### src/rtl/hdmi_pkg.sv
// Shared types and constants for the HDMI period scheduler.
package hdmi_pkg;

    // TMDS period code presented to the three channel encoders.
    typedef enum logic [2:0] {
        CTRL        = 3'd0,
        VID_PRE     = 3'd1,
        VID_GB      = 3'd2,
        VIDEO       = 3'd3,
        DI_PRE      = 3'd4,
        DI_GB_LEAD  = 3'd5,
        DI_DATA     = 3'd6,
        DI_GB_TRAIL = 3'd7
    } period_t;

    // Data-island sequencer states.
    typedef enum logic [2:0] {
        ISL_IDLE     = 3'd0,
        ISL_ARMED    = 3'd1,
        ISL_PRE      = 3'd2,
        ISL_GB_LEAD  = 3'd3,
        ISL_DATA     = 3'd4,
        ISL_GB_TRAIL = 3'd5
    } island_state_t;

    localparam logic [3:0] CTL_VIDEO_PRE  = 4'b0001;
    localparam logic [3:0] CTL_ISLAND_PRE = 4'b0101;

    localparam int PRE_LEN  = 8;
    localparam int GB_LEN   = 2;
    localparam int PKT_LEN  = 32;
    localparam int MIN_CTRL = 12;

endpackage

### src/rtl/hdmi_island_fsm.sv
// Data-island sequencer: owns the requester handshake, the island phases,
// the phase sub-counter and the completion pulse. It exposes the phase of
// the column currently presented so the top can register it together with
// the video decode.
module hdmi_island_fsm
    import hdmi_pkg::*;
#(
    parameter int ISLAND_START = 656
) (
    input  logic          pix_clk,
    input  logic          reset,
    input  logic [15:0]   column,
    input  logic          pkt_valid,
    input  logic          override,
    output logic          pkt_ready,
    output logic          pkt_done,
    output island_state_t phase_state,
    output logic [4:0]    pkt_word
);

    island_state_t r_state;
    logic [5:0]    r_cnt;
    logic          r_pkt_done;

    island_state_t w_next_state;
    logic [5:0]    w_next_cnt;
    logic          w_next_done;
    logic          w_ready;

    // Packets are only taken one column before the island, and only when idle,
    // so at most one island can start per line.
    assign w_ready   = !reset && (r_state == ISL_IDLE) && (column == 16'(ISLAND_START - 1));
    assign pkt_ready = w_ready;

    // Phase of the current column, derived from the phase of the previous one.
    always_comb begin
        w_next_state = r_state;
        w_next_cnt   = r_cnt + 6'd1;
        case (r_state)
            ISL_IDLE: begin
                w_next_cnt = 6'd0;
                if (pkt_valid && w_ready) begin
                    w_next_state = ISL_ARMED;
                end
            end
            ISL_ARMED: begin
                w_next_state = ISL_PRE;
                w_next_cnt   = 6'd0;
            end
            ISL_PRE: begin
                if (r_cnt == 6'(PRE_LEN - 1)) begin
                    w_next_state = ISL_GB_LEAD;
                    w_next_cnt   = 6'd0;
                end
            end
            ISL_GB_LEAD: begin
                if (r_cnt == 6'(GB_LEN - 1)) begin
                    w_next_state = ISL_DATA;
                    w_next_cnt   = 6'd0;
                end
            end
            ISL_DATA: begin
                if (r_cnt == 6'(PKT_LEN - 1)) begin
                    w_next_state = ISL_GB_TRAIL;
                    w_next_cnt   = 6'd0;
                end
            end
            ISL_GB_TRAIL: begin
                if (r_cnt == 6'(GB_LEN - 1)) begin
                    w_next_state = ISL_IDLE;
                    w_next_cnt   = 6'd0;
                end
            end
            default: begin
                w_next_state = ISL_IDLE;
                w_next_cnt   = 6'd0;
            end
        endcase

        // A video period (or an out-of-frame position) on top of an island
        // kills it outright; the packet is dropped without completion.
        if (override && (w_next_state != ISL_IDLE)) begin
            w_next_state = ISL_IDLE;
            w_next_cnt   = 6'd0;
        end

        // Completion coincides with the last trailing guard-band column.
        w_next_done = (w_next_state == ISL_GB_TRAIL) && (w_next_cnt == 6'(GB_LEN - 1));
    end

    // Island state, sub-counter and completion pulse registers.
    always_ff @(posedge pix_clk) begin
        if (reset) begin
            r_state    <= ISL_IDLE;
            r_cnt      <= 6'd0;
            r_pkt_done <= 1'b0;
        end else begin
            r_state    <= w_next_state;
            r_cnt      <= w_next_cnt;
            r_pkt_done <= w_next_done;
        end
    end

    assign phase_state = w_next_state;
    assign pkt_word    = w_next_cnt[4:0];
    assign pkt_done    = r_pkt_done;

endmodule

### src/rtl/hdmi_period_scheduler.sv
// Per-pixel TMDS period scheduler: decodes row/column into a registered
// period code, preamble CTL bits and packet word index, giving video
// periods priority over the data-island sequencer.
module hdmi_period_scheduler
    import hdmi_pkg::*;
#(
    parameter int HACTIVE      = 640,
    parameter int HTOTAL       = 800,
    parameter int VACTIVE      = 480,
    parameter int VTOTAL       = 525,
    parameter int ISLAND_START = 656
) (
    input  logic        pix_clk,
    input  logic        reset,
    input  logic [15:0] column,
    input  logic [15:0] row,
    input  logic        pkt_valid,
    output logic        pkt_ready,
    output logic        pkt_done,
    output period_t     period,
    output logic [3:0]  ctl,
    output logic [4:0]  pkt_index
);

    logic          w_in_range;
    logic [15:0]   w_next_row;
    logic          w_next_active;
    logic          w_video;
    logic          w_vid_pre;
    logic          w_vid_gb;
    logic          w_override;
    island_state_t w_isl_state;
    logic [4:0]    w_isl_word;

    period_t       w_period;
    logic [3:0]    w_ctl;
    logic [4:0]    w_idx;

    period_t       r_period;
    logic [3:0]    r_ctl;
    logic [4:0]    r_idx;

    // Video timing decode; the preamble and guard band announce the next line.
    assign w_in_range    = (column < 16'(HTOTAL)) && (row < 16'(VTOTAL));
    assign w_next_row    = (row == 16'(VTOTAL - 1)) ? 16'd0 : row + 16'd1;
    assign w_next_active = (w_next_row < 16'(VACTIVE));
    assign w_video       = (column < 16'(HACTIVE)) && (row < 16'(VACTIVE));
    assign w_vid_pre     = w_next_active && (column >= 16'(HTOTAL - 10)) && (column <= 16'(HTOTAL - 3));
    assign w_vid_gb      = w_next_active && (column >= 16'(HTOTAL - 2)) && (column <= 16'(HTOTAL - 1));
    assign w_override    = !w_in_range || w_video || w_vid_pre || w_vid_gb;

    hdmi_island_fsm #(
        .ISLAND_START (ISLAND_START)
    ) u_island_fsm (
        .pix_clk     (pix_clk),
        .reset       (reset),
        .column      (column),
        .pkt_valid   (pkt_valid),
        .override    (w_override),
        .pkt_ready   (pkt_ready),
        .pkt_done    (pkt_done),
        .phase_state (w_isl_state),
        .pkt_word    (w_isl_word)
    );

    // Priority mux: out-of-frame, then video periods, then the island phase.
    always_comb begin
        w_period = CTRL;
        w_ctl    = 4'b0000;
        w_idx    = 5'd0;
        if (!w_in_range) begin
            w_period = CTRL;
        end else if (w_video) begin
            w_period = VIDEO;
        end else if (w_vid_pre) begin
            w_period = VID_PRE;
            w_ctl    = CTL_VIDEO_PRE;
        end else if (w_vid_gb) begin
            w_period = VID_GB;
        end else begin
            case (w_isl_state)
                ISL_PRE: begin
                    w_period = DI_PRE;
                    w_ctl    = CTL_ISLAND_PRE;
                end
                ISL_GB_LEAD:  w_period = DI_GB_LEAD;
                ISL_DATA: begin
                    w_period = DI_DATA;
                    w_idx    = w_isl_word;
                end
                ISL_GB_TRAIL: w_period = DI_GB_TRAIL;
                default:      w_period = CTRL;
            endcase
        end
    end

    // One-cycle output register; the HDMI top delays pixel data to match.
    always_ff @(posedge pix_clk) begin
        if (reset) begin
            r_period <= CTRL;
            r_ctl    <= 4'b0000;
            r_idx    <= 5'd0;
        end else begin
            r_period <= w_period;
            r_ctl    <= w_ctl;
            r_idx    <= w_idx;
        end
    end

    assign period    = r_period;
    assign ctl       = r_ctl;
    assign pkt_index = r_idx;

endmodule

### config.mk
export PLATFORM = sky130hd
export DESIGN_NAME = hdmi_period_scheduler
export DESIGN_NICKNAME = d
export VERILOG_FILES = /design/src/rtl/hdmi_pkg.sv /design/src/rtl/hdmi_island_fsm.sv /design/src/rtl/hdmi_period_scheduler.sv
export SDC_FILE = /design/constraint.sdc
export NUM_CORES = 1
export LEC_CHECK = 0
export CORE_MARGIN = 2
export CORE_UTILIZATION = 40
export CTS_CLUSTER_SIZE = 30
export DETAILED_ROUTE_END_ITERATION = 8
export HOLD_SLACK_MARGIN = 0.05
export PLACE_DENSITY_LB_ADDON = 0.08
export SLEW_MARGIN = 40
export SYNTH_ARGS = -nofsm -noshare
export SYNTH_HDL_FRONTEND = slang
export SYNTH_HIERARCHICAL = 1
export SYNTH_SLANG_ARGS = --single-unit
### constraint.sdc
create_clock -name pix_clk -period 3 [get_ports pix_clk]
set_input_delay 0.45 -clock pix_clk [delete_from_list [all_inputs] [get_ports pix_clk]]
set_output_delay 0.45 -clock pix_clk [all_outputs]
set_load 0.1 [all_outputs]
# Word level (Yosys, flattened, before mapping)
# Index checks and enable logic that the tools add are counted.
# totals
reg_bits,21
output_inout_bits,14
# op_classes
addsub,2
magnitude_cmp,9
eq_ne,15
muxes,20
bitwise_logic,2
n_reduce_logical,23
# ops
op,count
"16-bit by 10-bit less-than comparator with 1-bit output, second input constant",3
"16-bit by 10-bit == test with 1-bit output, second input constant",2
"16-bit by 10-bit greater-or-equal comparator with 1-bit output, second input constant",2
"16-bit by 10-bit <= comparator with 1-bit output, second input constant",2
"16-bit by 9-bit less-than comparator with 1-bit output, second input constant",2
6-bit 2-to-1 mux,4
3-bit 2-to-1 mux,7
3-bit case mux with 6 select lines,1
6-bit case mux with 3 select lines,1
"16-bit by 1-bit adder with 16-bit output, second input constant",1
16-bit 2-to-1 mux,1
"3-bit by 2-bit == test with 1-bit output, second input constant",4
"3-bit == test, second input constant",4
"6-bit by 1-bit == test with 1-bit output, second input constant",2
3-bit case mux with 4 select lines,1
1-bit logical AND,11
"6-bit by 1-bit adder with 6-bit output, second input constant",1
"6-bit by 3-bit == test with 1-bit output, second input constant",1
"6-bit by 5-bit == test with 1-bit output, second input constant",1
2-bit 2-to-1 mux,3
6-bit OR reduction,1
5-bit OR reduction,1
2-bit OR reduction,2
"3-bit by 1-bit == test with 1-bit output, second input constant",1
other kinds (7),12

# Longest topological paths before layout
# depth
depth_word,14
depth_mapped,11
ltp_nobuf,11

# Hierarchy
# Netlist, hierarchy kept.
# modules_own_cells
module,n_inst,cells_per_inst,area_per_inst_um2
hdmi_island_fsm,1,99,763.2
hdmi_period_scheduler,1,73,611.8

# Worst setup path before layout
# Ideal clock, no wire load.
# synth_timing
path_type,in2out
start,input port column[13]
end,output port pkt_ready
t_arrival_ns,3.059
t_required_ns,2.550
slack_ns,-0.509
path_stages,2
n_path_buf,0
cell_sequence,or4_4 nor3_1
# synth_between
elab_chain_len,2
# synth_lines
element,line,rtl
"start, declared",hdmi_period_scheduler.sv:15,"input logic [15:0] column,"
16-bit by 10-bit == test with 1-bit output,hdmi_island_fsm.sv:32,assign w_ready = !reset && (r_state == ISL_IDLE) && (column == 16'(ISLAND_START - 1));
1-bit logical AND,hdmi_island_fsm.sv:32,
"end, declared",hdmi_period_scheduler.sv:18,"output logic pkt_ready,"
# No other way between the ends.

# Worst setup path after layout
# layout_timing
start,input port row[6]
end,"register r_period[0], in the netlist period[0]"
# layout_between
elab_chain_len,14
elab_cells_between_ends,28
classes_between,1 x add/sub; 3 x order compare; 5 x eq/ne; 6 x mux; 1 x bitwise; 12 x reduce/logical
# layout_lines
element,line,rtl
"start, declared",hdmi_period_scheduler.sv:16,"input logic [15:0] row,"
16-bit by 1-bit adder with 16-bit output / 16-bit by 10-bit == test with 1-bit output (equally long branches),hdmi_period_scheduler.sv:45,assign w_next_row = (row == 16'(VTOTAL - 1)) ? 16'd0 : row + 16'd1;
16-bit 2-to-1 mux,hdmi_period_scheduler.sv:45,
16-bit by 9-bit less-than comparator with 1-bit output,hdmi_period_scheduler.sv:46,assign w_next_active = (w_next_row < 16'(VACTIVE));
1-bit logical AND (2 in series),hdmi_period_scheduler.sv:48,assign w_vid_pre = w_next_active && (column >= 16'(HTOTAL - 10)) && (column <= 16'(HTOTAL - 3));
1-bit logical OR,hdmi_period_scheduler.sv:50,assign w_override = !w_in_range || w_video || w_vid_pre || w_vid_gb;
1-bit logical OR *,hdmi_period_scheduler.sv:50,
via w_override,hdmi_period_scheduler.sv:31,logic w_override;
1-bit logical AND *,hdmi_island_fsm.sv:82,if (override && (w_next_state != ISL_IDLE)) begin
3-bit 2-to-1 mux *,hdmi_island_fsm.sv:82,
via w_isl_state[1],hdmi_period_scheduler.sv:32,island_state_t w_isl_state;
3-bit == test / 3-bit by 2-bit == test with 1-bit output (equally long branches),hdmi_period_scheduler.sv:81,case (w_isl_state)
3-bit case mux with 4 select lines *,hdmi_period_scheduler.sv:81,
2-bit 2-to-1 mux *,hdmi_period_scheduler.sv:78,end else if (w_vid_gb) begin
2-bit 2-to-1 mux *,hdmi_period_scheduler.sv:75,end else if (w_vid_pre) begin
2-bit 2-to-1 mux *,hdmi_period_scheduler.sv:73,end else if (w_video) begin
"end signal, assigned",hdmi_period_scheduler.sv:104,r_period <= w_period;
"end, declared",hdmi_period_scheduler.sv:39,period_t r_period;
# Mark *: on every way through the listed nets, which the timed path passes. The rest lies on a longest branch.
# A chain may end at the register's enable or synchronous reset.

==> metrics.yaml <==
outcome:
  status: "completed"
placed_design:
  place_hpwl_um: 3120
  dp_cells: 276
  pre_cts_slack_ps: -402
  port_buffers: 46
  gp_congestion: 0.926
  dpl_cell_area_sq_um: 2000
timing:
  max_freq_mhz: 346
  slew_viol_final: 0
  period_minus_slack_ps: 2890
  clock_skew_ps: 4.31
  setup_viol: 0
  setup_ws_ps: 112
  fin_hold_ws_ps: 553
  period_share_pct: 96.3
  hold_violations: 0
  tns_ps: 0
clock_tree:
  cts_buffers: 3
  tritoncts: "yes"
  htree_levels: 1
  cts_root_buffer: "clkbuf_4"
  clkLatencyLatePin_ps: 300
  clkTransAtPathRegs_ps: 110
  hold_buffers: 0
  clkSinkCount: 20
  clk_path_buf_depth: 2
worst_setup_path:
  rrSetupSlack_ps: 690
  cp_slowest_cell: "or4_4"
  path_depth: 12
  worstPathCellList: "clkdlybuf4s50_1 > or4_4 > o31a_1 > nor3_4 > nand3_2 > or3_4 > a31oi_4 > buf_6 > xor2_2 > and2_1 > o21ai_1 > a21oi_1"
  crit_path_start_kind: "primary input"
  reg2reg_depth: 8
  r2r_end: "pkt_index[4]$_SDFF_PP0_"
  critPathMaxFanout: 3
  critPathMaxStageDelay_ps: 500
  critPathLaunch: "row[6]"
  worstSetupEndpoint: "period[0]$_SDFF_PP0_"
  crit_arrival_ps: 3120
  crit_buf_inv: 2
  path_class: "primary input to flip-flop"
  critPathTopFamily: "simple AND/OR/NAND/NOR gates"
  r2r_start: "u_island_fsm/r_cnt[4]$_SDFF_PP0_"
  critPathCaptureType: "flip-flop"
  required_ps: 3240
drt:
  drt_pass1_iterations: 5
  wirelength_um: 3910
  drc: 0
  vias_per_cell: 5.39
  ant_nets: 0
  dr_total_vias: 1509
  drt-initial-drc-count: 55
  wl_per_cell_um: 14.0
job:
  cap_violations: 0
global_routing:
  grt_remaining_overflow: 0
  antenna_found_initial: 0
  grt_max_degree: 12
  grt_pass1_wl_um: 6520
  grt_use_total_pct: 20.0
  grt_pass1_vias: 1436
logic_synthesis:
  synthArstFlopShare_pct: 0
  synthMostInstantiatedCell: "dfxtp_1"
  synth_edf_count: 0
  syn_area_sq_um: 1380
  netlist_top_cells_count: "dfxtp_1 (20), nor2_1 (19), nor3_1 (11)"
  yosysTopAreaCell: "dfxtp_1"
  synth_warnings: 6
  ys_types: 52
  ys_seq_area_share_pct: 29.1
  synth-seq-cells: 20
  synth_top_area_share_pct: 29.1
  synth_area_leaders: "dfxtp_1 (29%), nor2_1 (5.2%), nor3_1 (4.0%), buf_4 (3.8%), and2_1 (3.2%)"
  synth_cells: 172
  syn_area_per_cell_sq_um: 7.99
  synth_flop_cell: "dfxtp_1"
floorplan:
  initial_utilization_pct: 41.5
  dieWidth_um: 62.6
  io-pin-count: 49
  std_cell_rows: 21
  die_area_sq_um: 3920
  die_h_um: 62.6
  fp.coreArea_sq_um: 3310
power_and_ir_drop:
  worst_ir_drop_vdd_mv: 0.208
  p_per_area_nw_per_um2: 248
  p_leak_nw: 0.799
layout:
  syn_to_final_growth_pct: 51.1
  design_area_sq_um: 2080
  drive_above_1_share_pct: 24.4
  instances_no_fill: 280
  n_antenna_cell: 0
  nets: 272
hold_path:
  hold_path_class: "flip-flop to flip-flop"
[worst register-to-register path, delay by kind of cell (launching register included)]
family / cells / cell delay [ps]
compound gates: 1 / 90
flops: 1 / 360
simple gates: 7 / 1820
[power breakdown]
| part | switching, mW | total [mW] | leakage, nW | internal (mW) |
|---|---|---|---|---|
| sequential | 0.000000145 | 0.265 | 0.161 | 0.265 |
| combinational | 0.0389 | 0.0943 | 0.617 | 0.0554 |
| clock | 0.0818 | 0.156 | 0.0210 | 0.0741 |
| total | 0.121 | 0.516 | 0.799 | 0.395 |
[flip-flops by register name (all words and copies together) (netlist names)]
register	flops
ctl	2
period	3
u_island_fsm/pkt_done	1
pkt_index	5
u_island_fsm/r_cnt	6
u_island_fsm/r_state	3
[per-stage QoR]
step,util (%),total power [mW]
3_3_place_gp,60.3,0.363
4_1_cts,61.6,0.519
5_1_grt,62.8,0.536
2_1_floorplan,-,0.300
3_5_place_dp,60.3,0.365
6_report,62.8,0.516
[layer usage]
layer	GRT usage [%]	share of wire, %	up-vias
met3	5.23	6.1	4
met5	0	0	-
met1	25.6	44	692
met2	34.8	49	50
li1	-	-	763
met4	2.22	0.49	0
[cells in the final DEF (no fill, tap or decap), types with 2 or more instances in the layout]
master           instances
clkdlybuf4s50_1         32
buf_4                   32
dfxtp_1                 20
nor2_1                  18
nor3_1                  10
nand2_1                  9
nor4_1                   7
and2_1                   7
nand3_1                  6
a21oi_1                  6
o21ai_0                  6
nand3b_1                 5
nand4_1                  4
nand2b_1                 4
nor2b_1                  4
or4_4                    3
or3_1                    3
clkbuf_4                 3
and3_1                   2
o21a_1                   2
conb_1                   2
dlymetal6s2s_1           2
buf_12                   2
inv_1                    2
nor4b_1                  2
xor2_1                   2
o31ai_1                  2
or2_2                    2
ha_1                     2
[worst min-delay path by stage]
stage	start	endpoint	slack [ps]	cells past startpoint
detailed placement	u_island_fsm/r_cnt[0]$_SDFF_PP0_	u_island_fsm/r_cnt[0]$_SDFF_PP0_	540	1
floorplan	u_island_fsm/r_cnt[0]$_SDFF_PP0_	u_island_fsm/r_cnt[0]$_SDFF_PP0_	490	1
finish	u_island_fsm/r_cnt[0]$_SDFF_PP0_	u_island_fsm/r_cnt[0]$_SDFF_PP0_	550	1
CTS	u_island_fsm/r_cnt[0]$_SDFF_PP0_	u_island_fsm/r_cnt[0]$_SDFF_PP0_	550	1
global placement	u_island_fsm/r_cnt[0]$_SDFF_PP0_	u_island_fsm/r_cnt[0]$_SDFF_PP0_	520	1
global route	u_island_fsm/r_cnt[0]$_SDFF_PP0_	u_island_fsm/r_cnt[0]$_SDFF_PP0_	610	1
[kinds of logic (layout without fill, tap and decap cells)]
logic type / count (synthesis) / count (layout) / share of synthesized area, %
xor+xnor: 4 / 4 / 2.55
fa+ha+maj: 2 / 2 / 1.82
other cells: 1 / 2 / 0.273
compound gates: 30 / 30 / 15.4
simple gates: 101 / 101 / 44.9
flops: 20 / 20 / 29.1
buf+inv: 14 / 75 / 5.91
[what timing repair did]
action	CTS	global route
pin swaps	2	5
setup buffers	0	0
resized for setup	2	9
endpoints found under the setup margin	2	8
[layout make-up]
| type | instances | area [sq um] |
|---|---|---|
| Fill cell | 306 | 1230 |
| Inverter | 2 | 7.51 |
| Timing Repair Buffer | 69 | 637 |
| Tap cell | 46 | 57.6 |
| Clock buffer | 4 | 36.3 |
| Sequential cell | 20 | 400 |
| Multi-Input combinational cell | 139 | 940 |
Power figures use the tool's default switching activity.
